File: config.mk
export PLATFORM = sky130hd
export DESIGN_NAME = mem_arbiter
export DESIGN_NICKNAME = d
export VERILOG_FILES = /design/src/rtl/mem_arbiter.sv
export SDC_FILE = /design/constraint.sdc
export NUM_CORES = 1
export LEC_CHECK = 0
export CORE_ASPECT_RATIO = 0.75
export CORE_MARGIN = 5
export CORE_UTILIZATION = 36
export CTS_CLUSTER_DIAMETER = 120
export DETAILED_ROUTE_END_ITERATION = 12
export PLACE_DENSITY_LB_ADDON = 0.2
export SKIP_CTS_REPAIR_TIMING = 1
export SLEW_MARGIN = 10
export SYNTH_ARGS = -nofsm -noshare
export SYNTH_HDL_FRONTEND = slang
export SYNTH_SLANG_ARGS = --single-unit
File: constraint.sdc
create_clock -name clk -period 3.52 [get_ports clk]
set_input_delay 0.352 -clock clk [delete_from_list [all_inputs] [get_ports clk]]
set_output_delay 0.352 -clock clk [all_outputs]
set_load 0.05 [all_outputs]
File: src/rtl/mem_arbiter.sv
// -----------------------------------------------------------------------------
// mem_arbiter
//
// Two-master arbiter in front of a single-ported shared memory. Master 0 is
// the instruction fetch unit (read only); master 1 is the load/store unit
// (read or byte-strobed write). Only one transaction is outstanding at a time:
// a request is granted in S_IDLE, presented to memory from registered fields
// in S_REQ, and completed by the memory response or write ack in S_RESP.
//
// Ports
//   clk, rst                 clock and asynchronous active-low reset
//   m0_req_valid/_ready      IFU request handshake, m0_addr fetch address
//   m0_resp_valid, m0_rdata  IFU read data, one-cycle pulse
//   m1_req_valid/_ready      LSU request handshake
//   m1_addr, m1_wen,
//   m1_wdata, m1_wstrb       LSU request fields
//   m1_resp_valid, m1_rdata  LSU read data or write ack, one-cycle pulse
//   s_req_valid/_ready       request handshake to the shared memory
//   s_addr, s_wen,
//   s_wdata, s_wstrb         registered request fields to memory
//   s_resp_valid, s_rdata    memory response; always accepted
//
// Parameters
//   ADDR_W  address width
//   RR_EN   1: round-robin on a tie, 0: LSU always wins a tie
// -----------------------------------------------------------------------------
module mem_arbiter #(
  parameter int unsigned ADDR_W = 32,
  parameter bit          RR_EN  = 1'b1
) (
  input  logic              clk,
  input  logic              rst,

  input  logic              m0_req_valid,
  output logic              m0_req_ready,
  input  logic [ADDR_W-1:0] m0_addr,
  output logic              m0_resp_valid,
  output logic [31:0]       m0_rdata,

  input  logic              m1_req_valid,
  output logic              m1_req_ready,
  input  logic [ADDR_W-1:0] m1_addr,
  input  logic              m1_wen,
  input  logic [31:0]       m1_wdata,
  input  logic [3:0]        m1_wstrb,
  output logic              m1_resp_valid,
  output logic [31:0]       m1_rdata,

  output logic              s_req_valid,
  input  logic              s_req_ready,
  output logic [ADDR_W-1:0] s_addr,
  output logic              s_wen,
  output logic [31:0]       s_wdata,
  output logic [3:0]        s_wstrb,
  input  logic              s_resp_valid,
  input  logic [31:0]       s_rdata
);

  typedef enum logic [1:0] {
    S_IDLE = 2'd0,
    S_REQ  = 2'd1,
    S_RESP = 2'd2
  } state_e;

  localparam logic ID_IFU = 1'b0;
  localparam logic ID_LSU = 1'b1;

  state_e            state_q, state_d;
  logic              gnt_q,   gnt_d;    // master owning the current transaction
  logic              last_q,  last_d;   // master served by the last completed transaction
  logic [ADDR_W-1:0] addr_q,  addr_d;
  logic              wen_q,   wen_d;
  logic [31:0]       wdata_q, wdata_d;
  logic [3:0]        wstrb_q, wstrb_d;

  logic              win_id;
  logic              rdy0, rdy1;
  logic              resp_fire;

  // Arbitration winner, meaningful only when at least one master requests.
  // A lone LSU request selects ID_LSU; otherwise IFU unless a tie resolves
  // to the LSU.
  always_comb begin
    if (m0_req_valid && m1_req_valid) begin
      win_id = RR_EN ? ~last_q : ID_LSU;
    end else begin
      win_id = m1_req_valid ? ID_LSU : ID_IFU;
    end
  end

  // NOTE: every signal assigned in this block gets a default before the case,
  // so no path leaves a value unassigned and no latch is inferred.
  always_comb begin
    state_d = state_q;
    gnt_d   = gnt_q;
    last_d  = last_q;
    addr_d  = addr_q;
    wen_d   = wen_q;
    wdata_d = wdata_q;
    wstrb_d = wstrb_q;
    rdy0    = 1'b0;
    rdy1    = 1'b0;

    unique case (state_q)
      S_IDLE: begin
        if (m0_req_valid || m1_req_valid) begin
          rdy0    = (win_id == ID_IFU);
          rdy1    = (win_id == ID_LSU);
          gnt_d   = win_id;
          state_d = S_REQ;
          if (win_id == ID_LSU) begin
            addr_d  = m1_addr;
            wen_d   = m1_wen;
            wdata_d = m1_wdata;
            wstrb_d = m1_wstrb;
          end else begin
            // Fetches are always reads with no write payload on the bus.
            addr_d  = m0_addr;
            wen_d   = 1'b0;
            wdata_d = '0;
            wstrb_d = '0;
          end
        end
      end

      S_REQ: begin
        if (s_req_ready) begin
          state_d = S_RESP;
        end
      end

      S_RESP: begin
        if (s_resp_valid) begin
          last_d  = gnt_q;
          state_d = S_IDLE;
        end
      end

      default: state_d = S_IDLE;
    endcase
  end

  // NOTE: state registers use non-blocking assignments so every flop samples
  // the pre-edge values of the others.
  always_ff @(posedge clk or negedge rst) begin
    if (!rst) begin
      state_q <= S_IDLE;
      gnt_q   <= ID_IFU;
      last_q  <= ID_LSU;   // IFU wins the first tie after reset
      addr_q  <= '0;
      wen_q   <= 1'b0;
      wdata_q <= '0;
      wstrb_q <= '0;
    end else begin
      state_q <= state_d;
      gnt_q   <= gnt_d;
      last_q  <= last_d;
      addr_q  <= addr_d;
      wen_q   <= wen_d;
      wdata_q <= wdata_d;
      wstrb_q <= wstrb_d;
    end
  end

  // The ready outputs come straight from the inputs in S_IDLE, so they are
  // qualified with reset to keep every output low while reset is asserted.
  assign m0_req_ready = rdy0 & rst;
  assign m1_req_ready = rdy1 & rst;

  assign s_req_valid = (state_q == S_REQ);
  assign s_addr      = addr_q;
  assign s_wen       = wen_q;
  assign s_wdata     = wdata_q;
  assign s_wstrb     = wstrb_q;

  // Responses arriving outside S_RESP are dropped here.
  assign resp_fire     = (state_q == S_RESP) && s_resp_valid;
  assign m0_resp_valid = resp_fire && (gnt_q == ID_IFU);
  assign m1_resp_valid = resp_fire && (gnt_q == ID_LSU);
  assign m0_rdata      = m0_resp_valid ? s_rdata : '0;
  // A write ack carries no data back to the LSU.
  assign m1_rdata      = (m1_resp_valid && !wen_q) ? s_rdata : '0;

endmodule

==> metrics.md, run 1 <==
| Metric | Value |
|---|---|
| Status | `complete, no violations` |
| Startpoint Class | `flip-flop` |
| Post-Syn Nets | `430` |
| Max H-tree Level | `3` |
| PD cells | `964 nW/um^2` |
| Post-synthesis cell count | `291` |
| Initial Util | `37.5%` |
| Layout fillers | `708` |
| # port buffers | `276` |
| CTS Root Cell | `clkbuf_16` |
| Clk_skew | `0.00356 ns` |
| First-pass GRT wire length | `20500 um` |
| Core footprint | `9200 um^2` |
| Largest net degree at the start of global routing | `71` |
| R2r setup slk | `1.60 ns` |
| Relative slew margins | `31.9%` |
| Initial antenna violation count | `0` |
| Layout Nets | `695` |
| Final WL | `13800 um` |
| Maxcap violations | `0` |
| Cell variety after synth | `22` |
| Area occupied by registers | `1830 um^2` |
| P_leak | `0.00287 uW` |
| Required time of the worst setup path | `3.17 ns` |
| Clk slew on worst S/H paths | `0.06 ns` |
| Synthesis Warnings | `0` |
| Classification of the worst setup path | `reg2out` |
| Overflow after GRT | `0` |
| Routability Congestion | `0.743` |
| CTS max path bufs | `2` |
| Num CTS Buffers | `9` |
| Post-synthesis sequential area ratio | `53.1%` |
| Vias per cell | `5.01` |
| Peak Freq | `0.386 GHz` |
| Total power | `6130 uW` |
| 1st-pass router iterations | `6` |
| Rows | `30` |
| Die Area | `11600 um^2` |
| Final setup fails | `0` |
| Via count | `3451` |
| Slew at the pin with the worst max-slew slack | `1.02 ns` |
| DRT iter0 DRCs | `205` |
| Worst skew pair latency | `0.33 ns` |
| IR drop worst, VDD | `0.000677 V` |
| CP endpoint kind | `primary output` |
| DRC viols | `0` |
| Hold Path Class | `in2async` |
| Vias in the first global route | `3679` |
| Area grow syn2layout | `84.6%` |
| DIE WIDTH | `123 um` |
| Period utilization | `73.6%` |
| ANT nets after route | `0` |
| Synth Register Bits | `73` |
| Synthesized cell area | `3440 um^2` |
| Wirelength per Cell | `20.0 um` |
| I/O pins | `277` |
| Avg Cell Area, Syn | `11.8 um^2` |
| Layout cells sized above 1 | `16.9%` |
| Final Hold Fails | `0` |
| Total GRT Usage | `22.9%` |
| CTS tree | `built` |
| Multi-input logic area | `1420 um^2` |
| Worst Path Arrival | `2.24 ns` |
| Setup_tns | `0 ns` |
| N_diodes | `0` |
| Crit-path max FO | `6` |
| DP HPWL | `10300 um` |
| Clock sinks | `73` |
| Die height | `94.7 um` |
| Post-layout min period | `2.59 ns` |
| RSZ-0062 raised after global routing | `no` |
| Max-slew violations | `0` |
path summary, 6_finish.rpt:
check                                          to  depth (start not counted)              startpoint
min reg2reg                    last_q$_DFFE_PN1N_                          2      last_q$_DFFE_PN1N_
min in group clk               last_q$_DFFE_PN1N_                          2      last_q$_DFFE_PN1N_
max                                  m1_req_ready                          4  state_q[0]$_DFFE_PN0P_
max in group asynchronous  s_addr[14]$_DFFE_PN0P_                          3                     rst
min                         s_addr[5]$_DFFE_PN0P_                          2                     rst
max reg2reg                s_addr[31]$_DFFE_PN0P_                          4  state_q[0]$_DFFE_PN0P_
flip-flops by register name, summed over array words and instances (netlist names):
name / flops
s_wen: 1
state_q: 2
last_q: 1
s_wdata: 32
s_addr: 32
gnt_q: 1
s_wstrb: 4
synthesized netlist by cell type:
| master | n | share of area, % |
|---|---|---|
| dfrtp_1 | 72 | 52 |
| and2_1 | 66 | 12 |
| a22o_1 | 37 | 9.4 |
| a221o_1 | 32 | 9.3 |
| o21a_1 | 32 | 7.0 |
| buf_2 | 11 | 1.6 |
| clkbuf_1 | 9 | 0.98 |
| buf_6 | 6 | 2.0 |
| nand2_1 | 4 | 0.44 |
| nor2_1 | 4 | 0.44 |
| buf_8 | 3 | 1.3 |
| o21ai_0 | 3 | 0.44 |
| and3_1 | 2 | 0.36 |
| inv_1 | 2 | 0.22 |
| a21o_1 | 1 | 0.22 |
| dfstp_2 | 1 | 0.76 |
| nand2b_1 | 1 | 0.18 |
| nand3b_1 | 1 | 0.22 |
| nand4b_1 | 1 | 0.25 |
| or2_1 | 1 | 0.18 |
| or2b_1 | 1 | 0.22 |
| or2b_2 | 1 | 0.25 |
layer usage:
metal	routed length, um	vias to the layer above	part of all wire, %	track usage (%)
li1	-	1594	-	-
met4	231	0	1.7	6.80
met2	6710	182	49	37.3
met1	5330	1656	39	27.3
met5	0	-	0	0
met3	1540	19	11	10.4
kinds of logic after synthesis:
kind of cell,after synthesis,synth area share [%]
flops,73,53.1
simple gates,82,14.5
compound gates,105,26.3
buf+inv,31,6.07
critical path: stages, from the launching register on:
cell             delay, ns
dfrtp_1               0.41
nor2_1                0.27
and3_2                0.23
and2_1                0.12
clkdlybuf4s50_1       0.87
report_power, final:
group          switching [uW]  internal, uW  leakage, uW  total (uW)
Clock                     335           552     0.000149         887
Sequential                246          1260     0.000922        1500
Combinational            2380          1360      0.00180        3740
cell type report:
class                           instances  area share (%)
Clock buffer                           14            4.47
Clock inverter                          2           0.157
Inverter                                2           0.118
Multi-Input combinational cell        187            22.4
Sequential cell                        73            28.7
Tap cell                              128            2.52
Timing Repair Buffer                  283            41.6
per-stage QoR:
| stage | area [um^2] | util [%] | instances | hold slack, ns | worst slack, ns |
|---|---|---|---|---|---|
| finish | 6360 | 69.2 | 689 | 0.0566 | 0.928 |
| global route | 6360 | 69.2 | 689 | 0.0906 | 0.825 |
| CTS | 6360 | 69.2 | 689 | 0.0579 | 0.897 |
| detailed placement | 6070 | 66.0 | 673 | 0.413 | 1.01 |
| global placement | 6070 | 66.0 | 673 | 0.409 | 0.997 |
| floorplan | 3440 | - | 291 | 0.0564 | 1.29 |
layout by cell type, fill, tap and decap left out, types with 4 or more instances in the layout:
cell / instances
o21a_1: 32
clkbuf_16: 9
dfrtp_1: 72
a221o_1: 32
clkbuf_8: 4
and2_1: 66
nand2_1: 4
clkdlybuf4s50_1: 209
buf_4: 74
a22o_1: 37
Note: power is estimated with default switching activity, not from simulation.
==> run 2: changes to the inputs <==
Settings changed: CORE_UTILIZATION 36 to 33.
Clock period 3.52 ns to 2.4 ns, I/O delays scaled along.
==> metrics.md, run 2 (synthesis results as in run 1) <==
| Metric | Value |
|---|---|
| Setup_tns | `0 ns (unchanged)` |
| Most frequent cells in the layout | `206 x clkdlybuf4s50_1, 72 x dfrtp_1, 67 x buf_12 (was 209 x clkdlybuf4s50_1, 74 x buf_4, 72 x dfrtp_1)` |
| Rows | `32 (was 30)` |
| Via count | `3514 (was 3451)` |
| Crit-path max FO | `28 (was 6)` |
| Hold Path Class | `in2async (unchanged)` |
| Total GRT Usage | `22.7% (was 22.9%)` |
| Min Hold Slack | `0.177 ns (was 0.0566 ns)` |
| Post-layout min period | `2.28 ns` |
| Final Hold Fails | `0 (unchanged)` |
| Period utilization | `95.0%` |
| Max H-tree Level | `3 (unchanged)` |
| P_leak | `0.00306 uW (was 0.00287 uW)` |
| Required time of the worst setup path | `2.16 ns (was 3.17 ns)` |
| CTS max path bufs | `2 (unchanged)` |
| Routability Congestion | `0.891 (was 0.743)` |
| DRC viols | `0 (unchanged)` |
| First-pass GRT wire length | `22100 um (was 20500 um)` |
| Psw | `4380 uW (was 2960 uW)` |
| Clk_skew | `0.00575 ns (was 0.00356 ns)` |
| Combinational power share | `62.2% (was 61.0%)` |
| Vias per cell | `5.03 (was 5.01)` |
| Max-slew violations | `0 (unchanged)` |
| 1st-pass router iterations | `4 (was 6)` |
| Total power | `9220 uW (was 6130 uW)` |
| P_int | `4830 uW (was 3170 uW)` |
| Worst Path Arrival | `2.04 ns (was 2.24 ns)` |
| Clk slew on worst S/H paths | `0.06 ns (about the same)` |
| PD cells | `1280 nW/um^2 (was 964 nW/um^2)` |
| Core footprint | `10200 um^2 (was 9200 um^2)` |
| RSZ-0062 raised after global routing | `no (unchanged)` |
| I/O pins | `277 (unchanged)` |
| Layout cells sized above 1 | `17.3% (was 16.9%)` |
| Switching part of the total | `47.6% (was 48.3%)` |
| CP endpoint kind | `primary output (unchanged)` |
| Layout Nets | `697 (was 695)` |
| Area grow syn2layout | `109% (was 84.6%)` |
| Status | `complete, no violations (unchanged)` |
| Clock share of power | `13.7% (was 14.5%)` |
| Overflow after GRT | `0 (unchanged)` |
| DRT iter0 DRCs | `159 (was 205)` |
| Wirelength per Cell | `20.9 um (was 20.0 um)` |
| Final WL | `14600 um (was 13800 um)` |
| Largest net degree at the start of global routing | `74 (was 71)` |
| Seq pwr share | `24.1% (was 24.5%)` |
| Die Area | `12600 um^2 (was 11600 um^2)` |
| Num CTS Buffers | `9 (unchanged)` |
| ANT nets after route | `0 (unchanged)` |
| Final setup fails | `0 (unchanged)` |
| Worst r2r src | `state_q[0]$_DFFE_PN0P_ (unchanged)` |
| Worst skew pair latency | `0.32 ns (was 0.33 ns)` |
| Vias in the first global route | `3732 (was 3679)` |
| N_diodes | `0 (unchanged)` |
| IR drop worst, VDD | `0.00120 V (was 0.000677 V)` |
| DP HPWL | `11500 um (was 10300 um)` |
| Startpoint Class | `flip-flop (unchanged)` |
| Initial Util | `33.6% (was 37.5%)` |
| Clock sinks | `73 (unchanged)` |
| Layout fillers | `762 (was 708)` |
| Initial antenna violation count | `0 (unchanged)` |
| Die height | `98.5 um (was 94.7 um)` |
| CTS Root Cell | `clkbuf_16 (unchanged)` |
| Relative slew margins | `19.9% (was 31.9%)` |
| Peak Freq | `0.439 GHz` |
| DIE WIDTH | `128 um (was 123 um)` |
| Slew at the pin with the worst max-slew slack | `1.20 ns (was 1.02 ns)` |
| Maxcap violations | `0 (unchanged)` |
| CTS tree | `built (unchanged)` |
| Worst Reg-to-Reg Cells | `4 (unchanged)` |
| # port buffers | `276 (unchanged)` |
| Reg2reg end | `s_wdata[25]$_DFFE_PN0P_ (was s_addr[31]$_DFFE_PN0P_)` |
| R2r setup slk | `0.44 ns (was 1.60 ns)` |
| Most common cell after layout, fill and taps aside | `clkdlybuf4s50_1 (unchanged)` |
| Classification of the worst setup path | `reg2out (unchanged)` |
run 2: cell types whose count changed in the layout (fill, tap and decap cells not counted), sizes merged:
| cell | before | now |
|---|---|---|
| clkbuf | 14 | 11 |
| clkdlybuf4s50 | 209 | 206 |
| bufinv | 0 | 1 |
| clkinv | 2 | 3 |
| buf | 74 | 79 |
run 2: cell type report:
class                      instances  area, um^2  area share (%)
timing repair buffer             285        3490            48.5
sequential                        73        1830            25.4
multi-input combinational        187        1420            19.7
clock buffer                      11         233            3.23
tap                              136         170            2.36
clock inverter                     4        45.0           0.626
inverter                           2        7.51           0.104
run 2: per-layer routing:
layer,global-route usage (%),vias up,wire [um]
li1,-,1600,-
met1,28.0,1731,5750
met2,38.8,167,7330
met3,7.20,16,1260
met4,5.38,0,213
met5,0,-,0
run 2: worst max path at each step:
stage                                      start                     end  slack, ns  cells after the start
after CTS                 state_q[0]$_DFFE_PN0P_            m1_req_ready       0.09                      4
after floorplan           state_q[0]$_DFFE_PN0P_            m0_rdata[22]       0.28                      4
after global placement              m1_req_valid  s_addr[13]$_DFFE_PN0P_       0.28                      4
after global routing      state_q[0]$_DFFE_PN0P_            m1_req_ready       0.03                      4
after detailed placement            m1_req_valid  s_addr[26]$_DFFE_PN0P_       0.23                      4
final                     state_q[0]$_DFFE_PN0P_            m1_req_ready       0.12                      4
run 2: worst max-delay path: stages, from the launching register on:
cell	delay, ns
dfrtp_1	0.41
nor2_1	0.25
and3_2	0.62
and2_1	0.27
buf_12	0.15
run 2: power groups by stage:
stage | clock network, uW | logic (uW) | registers [uW]
6_report | 1260 | 5730 | 2220
5_1_grt | 1350 | 5970 | 2300
4_1_cts | 1300 | 5770 | 2220
3_5_place_dp | 0 | 5770 | 2210
3_3_place_gp | 0 | 5660 | 2210
2_1_floorplan | 0 | 1750 | 4150
run 2: through the flow:
stage	std cells	setup WS, ns	area [um^2]	utilization [%]
floorplan	291	0.284	3440	-
global placement	683	0.283	6910	67.5
detailed placement	683	0.226	6910	67.5
CTS	698	0.0897	7190	70.2
global route	698	0.0313	7200	70.2
finish	698	0.120	7200	70.2
